===== src/rtl/glitcbus_master.sv =====
// GLITCBUS initiator: serialises one 32-bit register read or write into the
// byte-wide GSEL_B/GRDWR_B/GAD sequence. Every output comes straight from a
// flop. Each flop is loaded from a value decoded from the next state, so the
// bus pins change on the same edge as the state register.
module glitcbus_master #(
  parameter int RD_WAIT  = 1,
  parameter int IDLE_GAP = 1
) (
  input  logic        clk_i,
  input  logic        rst_i,
  input  logic        req_i,
  input  logic        we_i,
  input  logic [15:0] adr_i,
  input  logic [31:0] dat_i,
  output logic        busy_o,
  output logic        ack_o,
  output logic [31:0] dat_o,
  output logic        GSEL_B,
  output logic        GRDWR_B,
  output logic [7:0]  gad_o,
  output logic        gad_oe_o,
  input  logic [7:0]  gad_i
);

  typedef enum logic [2:0] {
    S_IDLE, S_ADDR0, S_ADDR1, S_WDATA, S_TURN, S_RDATA, S_GAP
  } state_t;

  localparam logic [2:0] TURN_LAST = 3'(RD_WAIT - 1);
  localparam logic [2:0] GAP_LAST  = 3'(IDLE_GAP - 1);

  state_t      state_q, state_d;
  logic [1:0]  beat_q, beat_d;
  logic [2:0]  wait_q, wait_d;
  logic        we_q, we_d;
  logic [15:0] adr_q, adr_d;
  logic [31:0] wdat_q, wdat_d;
  logic [31:0] shift_q, shift_d;
  logic [31:0] rdat_q, rdat_d;
  logic        gsel_b_q, gsel_b_d;
  logic        grdwr_b_q, grdwr_b_d;
  logic [7:0]  gad_q, gad_d;
  logic        gad_oe_q, gad_oe_d;
  logic        busy_q, busy_d;
  logic        ack_q, ack_d;

  // Sequencing: request capture, phase/beat/wait counting, read assembly.
  always_comb begin
    state_d = state_q;
    beat_d  = beat_q;
    wait_d  = wait_q;
    we_d    = we_q;
    adr_d   = adr_q;
    wdat_d  = wdat_q;
    shift_d = shift_q;
    rdat_d  = rdat_q;
    case (state_q)
      S_IDLE: begin
        if (req_i) begin
          we_d    = we_i;
          adr_d   = adr_i;
          wdat_d  = dat_i;
          state_d = S_ADDR0;
        end
      end
      S_ADDR0: state_d = S_ADDR1;
      S_ADDR1: begin
        beat_d  = 2'd0;
        wait_d  = 3'd0;
        state_d = we_q ? S_WDATA : S_TURN;
      end
      S_WDATA: begin
        beat_d = beat_q + 2'd1;
        if (beat_q == 2'd3) begin
          wait_d  = 3'd0;
          state_d = S_GAP;
        end
      end
      S_TURN: begin
        if (wait_q == TURN_LAST) begin
          beat_d  = 2'd0;
          state_d = S_RDATA;
        end else begin
          wait_d = wait_q + 3'd1;
        end
      end
      S_RDATA: begin
        // LSB byte arrives first, so shift new bytes in from the top
        shift_d = {gad_i, shift_q[31:8]};
        beat_d  = beat_q + 2'd1;
        if (beat_q == 2'd3) begin
          rdat_d  = {gad_i, shift_q[31:8]};
          wait_d  = 3'd0;
          state_d = S_GAP;
        end
      end
      S_GAP: begin
        if (wait_q == GAP_LAST) state_d = S_IDLE;
        else                    wait_d  = wait_q + 3'd1;
      end
      default: state_d = S_IDLE;
    endcase
  end

  // Pin decode from the upcoming state so the output flops line up with it.
  always_comb begin
    gsel_b_d  = 1'b1;
    grdwr_b_d = 1'b1;
    gad_d     = 8'h00;
    gad_oe_d  = 1'b0;
    busy_d    = (state_d != S_IDLE);
    ack_d     = (state_d == S_GAP) && (state_q != S_GAP);
    case (state_d)
      S_ADDR0: begin
        gsel_b_d  = 1'b0;
        grdwr_b_d = ~we_d;
        gad_oe_d  = 1'b1;
        gad_d     = adr_d[7:0];
      end
      S_ADDR1: begin
        gsel_b_d  = 1'b0;
        grdwr_b_d = ~we_d;
        gad_oe_d  = 1'b1;
        gad_d     = adr_d[15:8];
      end
      S_WDATA: begin
        gsel_b_d  = 1'b0;
        grdwr_b_d = 1'b0;
        gad_oe_d  = 1'b1;
        gad_d     = wdat_d[{beat_d, 3'b000} +: 8];
      end
      S_TURN, S_RDATA: begin
        gsel_b_d  = 1'b0;
        grdwr_b_d = 1'b1;
      end
      default: ;
    endcase
  end

  // State and output registers; reset aborts any transaction without an ack.
  always_ff @(posedge clk_i) begin
    if (rst_i) begin
      state_q   <= S_IDLE;
      beat_q    <= 2'd0;
      wait_q    <= 3'd0;
      we_q      <= 1'b0;
      adr_q     <= 16'h0000;
      wdat_q    <= 32'h0;
      shift_q   <= 32'h0;
      rdat_q    <= 32'h0;
      gsel_b_q  <= 1'b1;
      grdwr_b_q <= 1'b1;
      gad_q     <= 8'h00;
      gad_oe_q  <= 1'b0;
      busy_q    <= 1'b0;
      ack_q     <= 1'b0;
    end else begin
      state_q   <= state_d;
      beat_q    <= beat_d;
      wait_q    <= wait_d;
      we_q      <= we_d;
      adr_q     <= adr_d;
      wdat_q    <= wdat_d;
      shift_q   <= shift_d;
      rdat_q    <= rdat_d;
      gsel_b_q  <= gsel_b_d;
      grdwr_b_q <= grdwr_b_d;
      gad_q     <= gad_d;
      gad_oe_q  <= gad_oe_d;
      busy_q    <= busy_d;
      ack_q     <= ack_d;
    end
  end

  assign busy_o   = busy_q;
  assign ack_o    = ack_q;
  assign dat_o    = rdat_q;
  assign GSEL_B   = gsel_b_q;
  assign GRDWR_B  = grdwr_b_q;
  assign gad_o    = gad_q;
  assign gad_oe_o = gad_oe_q;

endmodule


===== config.mk =====
export PLATFORM = sky130hd
export DESIGN_NAME = glitcbus_master
export DESIGN_NICKNAME = d
export VERILOG_FILES = /design/src/rtl/glitcbus_master.sv
export SDC_FILE = /design/constraint.sdc
export NUM_CORES = 1
export LEC_CHECK = 0
export BUFFER_PORTS_ARGS = -buffer_cell sky130_fd_sc_hd__buf_4
export CAP_MARGIN = 5
export CORE_ASPECT_RATIO = 1.1
export CORE_MARGIN = 3
export CORE_UTILIZATION = 42
export DETAILED_ROUTE_END_ITERATION = 10
export PLACE_DENSITY = 0.73
export SYNTH_ARGS = -nofsm -noshare
export SYNTH_HDL_FRONTEND = slang
export SYNTH_SLANG_ARGS = --single-unit

===== constraint.sdc =====
create_clock -name clk_i -period 2.1 [get_ports clk_i]
set_input_delay 0.105 -clock clk_i [delete_from_list [all_inputs] [get_ports clk_i]]
set_output_delay 0.105 -clock clk_i [all_outputs]
set_load 0.05 [all_outputs]

# After elaboration in Yosys (flattened, before gate mapping)
# Index checks and enable logic that the tools add are counted.
[op_classes]
add_sub_neg = 2
n_eq_ne = 16
n_shift = 1
muxes = 21
n_bitwise = 1
reduce_logical = 12
[op_table]
columns = ["operator", "n"]
rows = [
  ["32-bit two-way mux", 2],
  ["16-bit two-way mux", 2],
  ["32-bit by 6-bit variable part select with 8-bit output", 1],
  ["8-bit case mux with 3 select lines", 1],
  ["3-bit two-way mux", 7],
  ["3-bit == test (second input constant)", 6],
  ["3-bit case mux with 6 select lines", 1],
  ["3-bit by 2-bit == test with 1-bit output (second input constant)", 4],
  ["3-bit case mux with 3 select lines", 1],
  ["3-bit by 1-bit == test with 1-bit output (second input constant)", 2],
  ["3-bit zero test", 2],
  ["2-bit case mux with 3 select lines", 1],
  ["3-bit nonzero test", 2],
  ["2-bit OR reduction", 3],
  ["5-bit OR reduction", 1],
  ["1-bit two-way mux", 4],
  ["3-bit by 1-bit adder with 3-bit output (second input constant)", 1],
  ["3-bit != test (second input constant)", 1],
  ["3-bit AND reduction", 1],
  ["3-bit OR reduction", 1],
  ["2-bit by 1-bit adder with 2-bit output (second input constant)", 1],
  ["2-bit == test (second input constant)", 1],
  ["2-bit two-way mux", 1],
  ["2-bit by 1-bit != test with 1-bit output (second input constant)", 1],
  ["other kinds (5)", 5],
]
[word_totals]
regBits = 134
input_bits = 60
output_inout_bits = 45

# Logic depth before layout (Yosys ltp)
[depth]
depth_word = 6
mapped_depth = 10
depth_no_buf = 9

# Worst setup path before layout
# Ideal clock, no wire load.
[synth_path]
path_kind = "register to register"
start = "register wait_q[0]"
end = "register gad_q[0] (netlist: gad_o[0])"
setup_time_ns = 0.127
arrival_ns = 1.680
required_time_ns = 1.973
path_slack_ns = 0.292
stages_incl_launch_ff = 11
period_less_slack_ns = 1.808
cell_sequence = "dfxtp_1 -> inv_1 -> ha_1 -> nand2b_1 -> a21oi_2 -> a31o_1 -> buf_6 -> buf_6 -> mux2i_1 -> o22ai_1 -> nor3_2"
[synth_between]
elab_chain_len = 5
elab_cells_between_ends = 11
classes_between = "3 x eq/ne; 1 x shift; 6 x mux; 1 x reduce/logical"
[synth_rtl]
columns = ["item", "line_no", "text"]
rows = [
  ["start, declared", "34", "logic [2:0] wait_q, wait_d;"],
  ["start signal, assigned", "160", "wait_q <= wait_d;"],
  ["3-bit zero test *", "80, 98", ""],
  ["2-bit two-way mux (tied with other cells)", "80", "if (wait_q == TURN_LAST) begin"],
  ["2-bit case mux with 3 select lines or 3-bit case mux with 6 select lines (tied branches)", "57", "case (state_q)"],
  ["32-bit by 6-bit variable part select with 8-bit output (tied with other cells)", "130", "gad_d = wdat_d[{beat_d, 3'b000} +: 8];"],
  ["8-bit case mux with 3 select lines *", "113", "case (state_d)"],
  ["end signal, assigned", "168", "gad_q <= gad_d;"],
  ["end, declared", "42", "logic [7:0] gad_q, gad_d;"],
]
# Every way passes the cells marked *; elsewhere a longest branch is shown, timed or not.
# A chain may end at the register's enable or synchronous reset.

# Worst setup path after layout
[layout_path]
start = "register state_q[0]"
end = "register gad_q[6] (netlist: gad_o[6])"
[layout_between]
elab_chain_len = 5
elab_cells_between_ends = 21
classes_between = "9 x eq/ne; 1 x shift; 9 x mux; 2 x reduce/logical"
[layout_rtl]
columns = ["item", "line_no", "text"]
rows = [
  ["start, declared", "32", "state_t state_q, state_d;"],
  ["start signal, assigned", "158", "state_q <= state_d;"],
  ["3-bit == test or 3-bit by 2-bit == test with 1-bit output (tied branches)", "57", ""],
  ["2-bit OR reduction (no source line)", "-", ""],
  ["2-bit case mux with 3 select lines or 3-bit case mux with 6 select lines (tied branches)", "57", ""],
  ["32-bit by 6-bit variable part select with 8-bit output (tied with other cells)", "130", ""],
  ["8-bit case mux with 3 select lines *", "113", ""],
]
# Marked as above.

==> results.md <==
* Sequential cell area fraction in the yosys report at 0.492
* Yosys top cell area share at 0.492
* Commonest cells after routing, fill and taps aside: nand2_1, buf_4, dfxtp_1, a21oi_1, nor2_1
* Clock Path Buffers at 2
* Hold_ws at 0.0128 ns
* Via density at 5.09
* Worst Hold Class: in -> reg
* Ys async rst share at 0
* DRT Wirelength at 13400 µm
* PD cells at 958 nW/µm²
* Vias at 4498
* Prevailing post-synth register cell: dfxtp_1
* I/O Buffers at 104
* Critical Path AT at 2.38 ns
* LEAKAGE at 2.88 nW
* DP Area at 5750 µm²
* Layout cells sized above 1 at 0.268
* Post-route design area at 7030 µm²
* Vias in the first global route at 4244
* First-pass GRT wire length at 20500 µm
* Post-Synth Adder-Cell Area at 0.00781
* Initial antenna violation count at 0
* Worst-Skew Late Latency at 0.42 ns
* Synthesized net count at 630
* CTS sink cnt at 118
* Fin. max-slew vios at 0
* Commonest non-fill, non-tap cell in the layout: nand2_1
* CTS Buf Count at 17
* MaxCap Viol Count at 0
* Tot Pwr at 6.73 mW
* Worst Path Required at 2.38 ns
* Die Ht at 118 µm
* GP Congestion at 0.850
* GRT Residual Overflow at 0
* Worst setup EP type: flop
* Simple-gate area share of the yosys netlist at 0.224
* Layout Utilization at 0.636
* Ant. Diodes at 0
* Failing checks: negative setup slack
* Area of the multi-input gates at 2350 µm²
* Routed Antenna Nets at 0
* Hpwl dp at 8340 µm
* Fmax at 476 MHz
* Yosys warns at 0
* H-tree depth at 4
* DR DRC count at 0
* Setup CP Type: reg -> reg
* Synthesized instance count at 567
* RSZ-0062 raised after global routing: true
* DR WL/cell at 15.2 µm
* I/O pin cnt at 105
* Worst Path Max Fanout at 24
* Mux cell area share after synthesis at 0.102
* Relative slew slack at 0.588
* Combinational family with the most area after synthesis: simple AND/OR/NAND/NOR gates
* Chip width at 108 µm
* Reg clk slew, reported paths at 0.06 ns
* # setup viols final at 1
* CTS tree: done
* Worst-Margin Slew at 0.618 ns
* Filler cells at 859
* Hold Fails Final Rpt at 0
* Synth cell types at 44
* Synth-to-layout area growth at 46.3%
* Total track usage at 0.201
* CP Launch Type: flop
* Drt pass-1 iters at 5
* Worst r2r path cells at 8
* Core area at 11100 µm²
* Area leader, netlist: dfxtp_1
* Hold depth at 3
* Initial drt markers at 288
* Initial core utilization at 0.435
* Nets at 786
* Final setup margin at -0.000318 ns
* Peak supply drop at 0.595 mV
* Compound-Gate Fraction of Synth Area at 0.124
* Rows at 40
* Die ar. at 12800 µm²
* Ranking of synthesized cells by area: dfxtp_1, nand2_1, mux2i_1
* Post-synth EDFFs at 0
* CTS Root Buffer Type: clkbuf_16
* Minimum clock period at 2.10 ns
* Mapped Area at 4810 µm²
* Clock Skew at 0.00738 ns
* Syn Area/Cell at 8.48 µm²
* Fin crit share at 1.00
* Synth Area in XOR/XNOR at 0.00364
* Total area of sequential cells at 2360 µm²
* Pin count of the biggest net entering global routing at 61
* Status: finished with violations
* Synth Register Bits at 118
-- cell type report --
cell class	count	share of cell area
Clock buffer	17	0.0605
Clock inverter	15	0.0242
Inverter	4	0.00214
Multi-Input combinational cell	404	0.334
Sequential cell	118	0.336
Tap cell	147	0.0262
Timing Repair Buffer	178	0.217
-- routing by layer --
metal	GRT usage	wire length [µm]	up-vias
li1	-	-	2217
met1	0.250	5670	2078
met2	0.316	6600	166
met3	0.0573	795	37
met4	0.0987	379	0
met5	0	0	-
-- Yosys cell counts (all sizes together), types with 3 or more instances --
cell,number
ha,3
o221ai,3
nor4,3
o22ai,6
clkbuf,26
a21oi,69
nand2,155
nor2,49
nand2b,4
a21boi,5
nor2b,8
dfxtp,118
buf,15
inv,4
mux2i,49
o21ai,9
nor3,11
nand3,7
-- critical path, cell delays in order, from the launching register on --
cell,delay [ns]
dfxtp_1,0.36
buf_12,0.17
nor4b_4,0.33
buf_4,0.23
buf_12,0.20
mux2i_2,0.26
mux2i_1,0.10
nor3_1,0.22
nor4_2,0.09
-- report_power, final --
| group | internal, mW | total [mW] | leakage, nW | switching, mW |
|---|---|---|---|---|
| clock network | 1.77 | 2.88 | 0.287 | 1.11 |
| registers | 2.37 | 2.44 | 0.959 | 0.0724 |
| logic | 0.635 | 1.41 | 1.64 | 0.771 |
| total | 4.78 | 6.73 | 2.88 | 1.95 |
-- final timing paths --
check	startpoint	to	slack [ns]
worst min register to register	dat_o[11]$_SDFFE_PP0P_	dat_o[11]$_SDFFE_PP0P_	0.46
worst min-delay path	dat_i[4]	wdat_q[4]$_SDFF_PP0_	0.01
worst max register to register	state_q[0]$_SDFF_PP0_	gad_o[6]$_SDFF_PP0_	-0.0003
worst max-delay path	state_q[0]$_SDFF_PP0_	gad_o[6]$_SDFF_PP0_	-0.0003
-- per-stage QoR --
| step | setup slack [ns] | TNS [ns] | instances |
|---|---|---|---|
| floorplan | 0.292 | 0 | 567 |
| global placement | 0.152 | 0 | 797 |
| detailed placement | 0.106 | 0 | 797 |
| CTS | 0.0854 | 0 | 874 |
| global route | -0.0668 | -0.258 | 883 |
| finish | -0.000318 | -0.000318 | 883 |
-- repair_timing --
item / CTS / global route
endpoints found under the hold margin: 54 / 1
hold buffers: 45 / 1
resized for setup: 0 / 34
endpoints found under the setup margin: 0 / 9
buffers inserted: 0 / 6
-- logic make-up (layout without fill, tap and decap cells) --
kind of cell	Yosys count	after routing
flip-flops	118	118
multiplexers	49	49
AO/OA/AOI/OAI	102	102
XOR/XNOR	2	2
adder cells (fa/ha/maj)	3	3
buffers and inverters	45	214
AND/OR/NAND/NOR	248	248
-- state kept, by name, summed over array words and instances, names as in the netlist --
register  flops
gad_oe_o      1
wdat_q       32
adr_q         8
gad_o         8
wait_q        3
busy_o        1
shift_q      24
GSEL_B        1
state_q       3
GRDWR_B       1
ack_o         1
beat_q        2
we_q          1
dat_o        32
No activity file was read; power rests on OpenSTA's default activity.
